<file path="src/rtl/alu_seq_ctrl.sv">
// Multi-cycle sequencer driving a shared carry-in-less W-bit adder for ADD/SUB/INC/NEG.
// Optional completed-operation counter enabled by defining ALU_SEQ_OPCOUNT_EN.
module alu_seq_ctrl #(
    parameter int unsigned W = 6
) (
    input  logic         clk,
    input  logic         reset,
    input  logic         req_valid,
    output logic         req_ready,
    input  logic [1:0]   op_sel,
    input  logic [W-1:0] A,
    input  logic [W-1:0] B,
    output logic [W-1:0] adder_A,
    output logic [W-1:0] adder_B,
    input  logic [W-1:0] adder_sum,
    input  logic         adder_over,
    output logic         res_valid,
    input  logic         res_ready,
    output logic [W-1:0] out_Val,
    output logic         over_LED,
    output logic         nR_LED,
    output logic         nA_LED,
    output logic         nB_LED,
    output logic         busy,
    output logic [7:0]   op_count
);

    localparam logic [1:0] OP_ADD = 2'b00;
    localparam logic [1:0] OP_SUB = 2'b01;
    localparam logic [1:0] OP_INC = 2'b10;
    localparam logic [1:0] OP_NEG = 2'b11;

    typedef enum logic [1:0] {
        S_IDLE = 2'd0,
        S_PRE  = 2'd1,
        S_EXEC = 2'd2,
        S_DONE = 2'd3
    } state_t;

    state_t       state;
    logic [W-1:0] a_lat;
    logic         b_sign;
    logic [1:0]   op_lat;

    // Adder operands are loaded one edge ahead of the state that samples adder_sum.
    always_ff @(posedge clk) begin
        if (reset) begin
            state     <= S_IDLE;
            a_lat     <= '0;
            b_sign    <= 1'b0;
            op_lat    <= OP_ADD;
            adder_A   <= '0;
            adder_B   <= '0;
            out_Val   <= '0;
            over_LED  <= 1'b0;
            nR_LED    <= 1'b0;
            nA_LED    <= 1'b0;
            nB_LED    <= 1'b0;
            res_valid <= 1'b0;
            req_ready <= 1'b1;
            busy      <= 1'b0;
        end else begin
            case (state)
                S_IDLE: begin
                    if (req_valid) begin
                        a_lat     <= A;
                        b_sign    <= B[W-1];
                        op_lat    <= op_sel;
                        nA_LED    <= A[W-1];
                        nB_LED    <= ~op_sel[1] & B[W-1];
                        req_ready <= 1'b0;
                        busy      <= 1'b1;
                        case (op_sel)
                            OP_ADD: begin
                                state   <= S_EXEC;
                                adder_A <= A;
                                adder_B <= B;
                            end
                            OP_SUB: begin
                                state   <= S_PRE;
                                adder_A <= ~B;
                                adder_B <= W'(1);
                            end
                            OP_INC: begin
                                state   <= S_EXEC;
                                adder_A <= A;
                                adder_B <= W'(1);
                            end
                            OP_NEG: begin
                                state   <= S_EXEC;
                                adder_A <= ~A;
                                adder_B <= W'(1);
                            end
                        endcase
                    end
                end
                S_PRE: begin
                    // adder_sum is -B here; feed it straight back as the EXEC operand.
                    state   <= S_EXEC;
                    adder_A <= a_lat;
                    adder_B <= adder_sum;
                end
                S_EXEC: begin
                    state     <= S_DONE;
                    out_Val   <= adder_sum;
                    nR_LED    <= adder_sum[W-1];
                    res_valid <= 1'b1;
                    adder_A   <= '0;
                    adder_B   <= '0;
                    // Judge SUB overflow on the original operands, so B = most-negative is right.
                    if (op_lat == OP_SUB) begin
                        over_LED <= (a_lat[W-1] != b_sign) && (adder_sum[W-1] != a_lat[W-1]);
                    end else begin
                        over_LED <= adder_over;
                    end
                end
                S_DONE: begin
                    if (res_ready) begin
                        state     <= S_IDLE;
                        res_valid <= 1'b0;
                        req_ready <= 1'b1;
                        busy      <= 1'b0;
                    end
                end
                default: begin
                    state <= S_IDLE;
                end
            endcase
        end
    end

`ifdef ALU_SEQ_OPCOUNT_EN
    // Counts DONE->IDLE handshakes, wrapping at 256.
    always_ff @(posedge clk) begin
        if (reset) begin
            op_count <= 8'd0;
        end else if (state == S_DONE && res_ready) begin
            op_count <= op_count + 8'd1;
        end
    end
`else
    assign op_count = 8'd0;
`endif

endmodule
</file>
<file path="config.mk">
export PLATFORM = sky130hd
export DESIGN_NAME = alu_seq_ctrl
export DESIGN_NICKNAME = d
export VERILOG_FILES = /design/src/rtl/alu_seq_ctrl.sv
export SDC_FILE = /design/constraint.sdc
export NUM_CORES = 1
export LEC_CHECK = 0
export ABC_AREA = 1
export BUFFER_PORTS_ARGS = -buffer_cell sky130_fd_sc_hd__buf_2
export CAP_MARGIN = 20
export CORE_MARGIN = 1.5
export CORE_UTILIZATION = 45
export CTS_BUF_LIST = sky130_fd_sc_hd__clkbuf_4
export CTS_CLUSTER_DIAMETER = 80
export CTS_CLUSTER_SIZE = 24
export DETAILED_ROUTE_END_ITERATION = 10
export PLACE_DENSITY = 0.69
export SYNTH_ARGS = -nofsm -noshare
export SYNTH_HDL_FRONTEND = slang
export SYNTH_SLANG_ARGS = --single-unit
</file>
<file path="constraint.sdc">
create_clock -name clk -period 2 [get_ports clk]
set_input_delay 0.1 -clock clk [delete_from_list [all_inputs] [get_ports clk]]
set_output_delay 0.1 -clock clk [all_outputs]
set_load 0.02 [all_outputs]
</file>
# [Word level (Yosys, flattened, before mapping)]
# Cells that the tools add are included.
[op_classes] n_eq_ne=11 mux=18 bitwise_logic=4 reduce_logical=14
[op_table] operator="$pmux 6 s3" count=3
[op_table] operator="$mux 6" count=2
[op_table] operator="$not 6->6" count=2
[op_table] operator="$pmux 6 s2" count=1
[op_table] operator="$eq 2x2->1 const B" count=4
[op_table] operator="$pmux 2 s4" count=1
[op_table] operator="$reduce_and 2->1" count=4
[op_table] operator="$eq 2x1->1 const B" count=3
[op_table] operator="$pmux 1 s2" count=3
[op_table] operator="$reduce_or 3->1" count=2
[op_table] operator="$mux 1" count=5
[op_table] operator="$logic_not 2->1" count=2
[op_table] operator="$mux 2" count=2
[op_table] operator="$ne 2x2->1 const B" count=2
[op_table] operator="$pmux 2 s2" count=1
[op_table] operator="$reduce_bool 2->1" count=2
[op_table] operator="$reduce_and 3->1" count=1
[op_table] operator="$reduce_bool 3->1" count=1
[op_table] operator="$ne 1x1->1" count=2
[op_table] operator="$reduce_or 2->1" count=1
[op_table] operator="$and 1x1->1" count=1
[op_table] operator="$logic_and 1x1->1" count=1
[op_table] operator="$not 1->1" count=1
[totals] register_bits=36 input_bits=25 output_inout_bits=33 word_cells=61

# [Logic depth before layout (Yosys ltp)]
[depth] depth_word=5 mapped_depth=7 depth_no_buf=7

# [Least setup slack after synthesis]
# No wires, ideal clock.
[synth_timing] kind="register to register" start="register state[0]" end="register adder_B[1]" setup_time_ns=0.115 arrival_ns=1.300 path_slack_ns=0.585 path_stages_with_launch=8 path_cell_list="dfxtp_1 inv_1 ha_1 nand2_1 clkbuf_1 o21ai_0 nor2_1 nor2_1"
[synth_between] elab_chain_len=3 elab_cells_between_ends=7 classes_between="eq/ne: 3; mux: 1; reduce/logical: 3"
[synth_lines] element="start: declaration" line_no="40" rtl="state_t state;"
[synth_lines] element="start signal: assignment" line_no="48" rtl="state <= S_IDLE;"
[synth_lines] element="start signal: assignment" line_no="75" rtl="state <= S_EXEC;"
[synth_lines] element="start signal: assignment" line_no="80" rtl="state <= S_PRE;"
[synth_lines] element="$eq 2x2->1 (tied with other cells)" line_no="63" rtl="case (state)"
[synth_lines] element="$reduce_bool 3->1 (no source line) / $ne 2x2->1 (equally long branches)"
[synth_lines] element="$reduce_and 2->1 (no source line)"
[synth_lines] element="end signal: assignment" line_no="101" rtl="adder_B <= adder_sum;"
[synth_lines] element="end: declaration" line_no="14" rtl="output logic [W-1:0] adder_B,"
# Parallel ways exist; a longest one is shown, timed or not.
# A chain may end at the register's enable or synchronous reset.

# [Worst setup path after layout]
[layout_timing] start="register state[0]" end="register adder_A[5]"
[layout_between] elab_chain_len=3 elab_cells_between_ends=7 classes_between="eq/ne: 3; mux: 1; reduce/logical: 3"
[layout_lines] element="$eq 2x2->1 (tied with other cells)" line_no="63"
[layout_lines] element="$reduce_bool 3->1 (no source line) / $ne 2x2->1 (equally long branches)"
[layout_lines] element="$reduce_and 2->1 (no source line)"
[layout_lines] element="end signal: assignment" line_no="81" rtl="adder_A <= ~B;"
[layout_lines] element="end signal: assignment" line_no="91" rtl="adder_A <= ~A;"
[layout_lines] element="end signal: assignment" line_no="100" rtl="adder_A <= a_lat;"
[layout_lines] element="end: declaration" line_no="13" rtl="output logic [W-1:0] adder_A,"
# Parallel ways exist; a longest one is shown, timed or not.

==> results.cfg <==
[worst_setup_path]
cp-startpoint = state[0]
slowest_stage = dfxtp_1
crit_required_ns = 2.28
critPathBufInv = 3
crit_path_max_incr_delay_ns = 0.40
cp-start-kind = flip-flop
critPathArrivalTime_ns = 1.98
timing.rr.start = state[0]
path_class = flip-flop to flip-flop
cp-end-kind = flip-flop
critPathMaxFanout = 12
critPathTopFamily = compound AO/OA/AOI/OAI gates
rrSetupSlack_ns = 0.30
path_cells = inv_1 -> ha_1 -> inv_2 -> o21ai_4 -> buf_4 -> o21ai_0 -> a21oi_1

[sta]
fin_crit_sh_pct = 85.21
max_freq_ghz = 0.5868
holdWs_ns = 0.007317
rsz0062_at_grt = false
fin_skew_ns = 0.006009
fin_crit_ns = 1.704
setup-tns-final_ns = 0
hold_viol = 0
setup_violations = 0
finalMaxSlewViolations = 0

[drt]
via_per_inst = 4.618
ant_nets = 0
drtIter0Drc = 81
wirelength_microns = 3965
drc = 0
wl_per_cell_microns = 11.14
drt-pass1-iter-count = 4
dr_total_vias = 1644

[floorplan]
initial_core_util_pct = 47.56
die-area_sq_mm = 0.004343
die_w_microns = 65.90
core_sq_mm = 0.003744
rows = 22
io_pins = 58
die_h_microns = 65.90

[placement]
dpl.hpwl_microns = 2983
place_area_sq_mm = 0.001996
gp_congestion = 0.8113
portBuffers = 49
dp_cells = 348

[cells_and_area]
final_cell_area_sq_mm = 0.002077
drive_above_1_share_pct = 22.08
fillers = 405
n_antenna_cell = 0
final_common_cell = buf_2
final_cell_count_no_fill = 356
area_growth_pct = 16.65
final_cell_mix = buf_2, nand2_1, inv_1, nor2_1, dfxtp_1
final_nets = 338

[logic_synthesis]
synth_warnings = 0
netlist_instances = 259
ys_types = 24
synth_area_per_cell_sq_um = 6.874
yosysSeqAreaShare_pct = 38.23
netlist_area_sq_mm = 0.001780
ys_seq_elements = 34

[cts]
clockRootBuffer = clkbuf_4
clock_sinks = 34
clk_path_buf_depth = 2
worstSkewPairLatency_ns = 0.34
post_cts_buffers = 0
htreeDepth = 2
clkTransAtPathRegs_ns = 0.10
holdBufCountCts = 1
cts_made_buffers = 5
cts_resized = 0
cts_tree = done

[status]
status = finished, final reports clean

[hold_path]
hold_path.class = input pin to flip-flop
min-delay-start = adder_sum[1]

[pwr]
ir_worst_vdd_mv = 0.6961
powerDensity_mw_per_mm2 = 1498
leakage_nw = 1.101
p_total_w = 0.003111

[grt]
overflow = 0
grt_max_degree = 21
gr-usage-all-layers_pct = 19.34
grt_pass1_vias = 1449
antenna_found_initial = 0
grt_first_pass_wirelength_microns = 6410

[run]
drv_cap = 0
-- worst paths after layout --
kind,to,cells after the start
max,adder_A[5],7
min,out_Val[1],3
max reg2reg,adder_A[5],7
min reg2reg,a_lat[0],2
-- metrics by stage --
stage	setup WS, ns	utilization [%]
after floorplan	0.5852	-
after global placement	0.4211	53.31
after detailed placement	0.3210	53.31
after CTS	0.3038	55.48
after global routing	0.1480	55.48
final	0.2959	55.48
-- final cells by class --
cell class | instances | area, sq um | share of cell area (%)
tap | 48 | 60.06 | 2.892
sequential | 34 | 680.7 | 32.77
timing repair buffer | 53 | 277.8 | 13.37
multi-input combinational | 173 | 828.3 | 39.88
inverter | 41 | 158.9 | 7.651
clock inverter | 2 | 33.78 | 1.627
clock buffer | 5 | 37.54 | 1.807
-- cells in the mapped netlist, drive strengths merged --
cell / count / area, sq um
nand2: 49 / 186.4
inv: 40 / 150.1
o21ai: 38 / 216.5
nor2: 36 / 142.6
dfxtp: 34 / 680.7
a21oi: 28 / 140.1
buf: 13 / 116.4
nand3: 6 / 30.03
clkbuf: 5 / 22.52
ha: 5 / 62.56
or2: 2 / 12.52
a21boi: 1 / 7.510
clkinv: 1 / 8.760
conb: 1 / 3.750
-- tightest hold or removal path: stages --
cell	delay, ns
buf_2	0.09
inv_1	0.06
a21oi_1	0.06
-- state kept, by name, summed over array words and instances, names as in the netlist, 2 cells and up --
name and flops:
op_lat 2, adder_A 6, out_Val 6, state 2, adder_B 6, a_lat 5
-- kinds of logic (layout without fill, tap and decap cells) --
kind of cell | count (synthesis) | after routing | synth area share (%)
adders and majority gates | 5 | 5 | 3.514
and+or+nand+nor | 93 | 93 | 20.87
other | 1 | 8 | 0.2106
DFF | 34 | 34 | 38.23
AOI/OAI and AO/OA | 67 | 67 | 20.45
buffers and inverters | 59 | 101 | 16.72
-- metal layers --
| layer | up-vias | GRT usage [%] | share of wire [%] |
|---|---|---|---|
| met5 | - | 0 | 0 |
| met4 | 0 | 6.250 | 1.2 |
| met3 | 6 | 5.111 | 4.6 |
| met2 | 42 | 30.68 | 47 |
| met1 | 709 | 25.45 | 47 |
| li1 | 887 | - | - |
-- power by group --
group / switching [W] / internal [W]
registers: 0.000145 / 0.000930
logic: 0.00103 / 0.000523
clock network: 0.000228 / 0.000253
total: 0.00141 / 0.00171
Note: power is estimated with default switching activity, not from simulation.
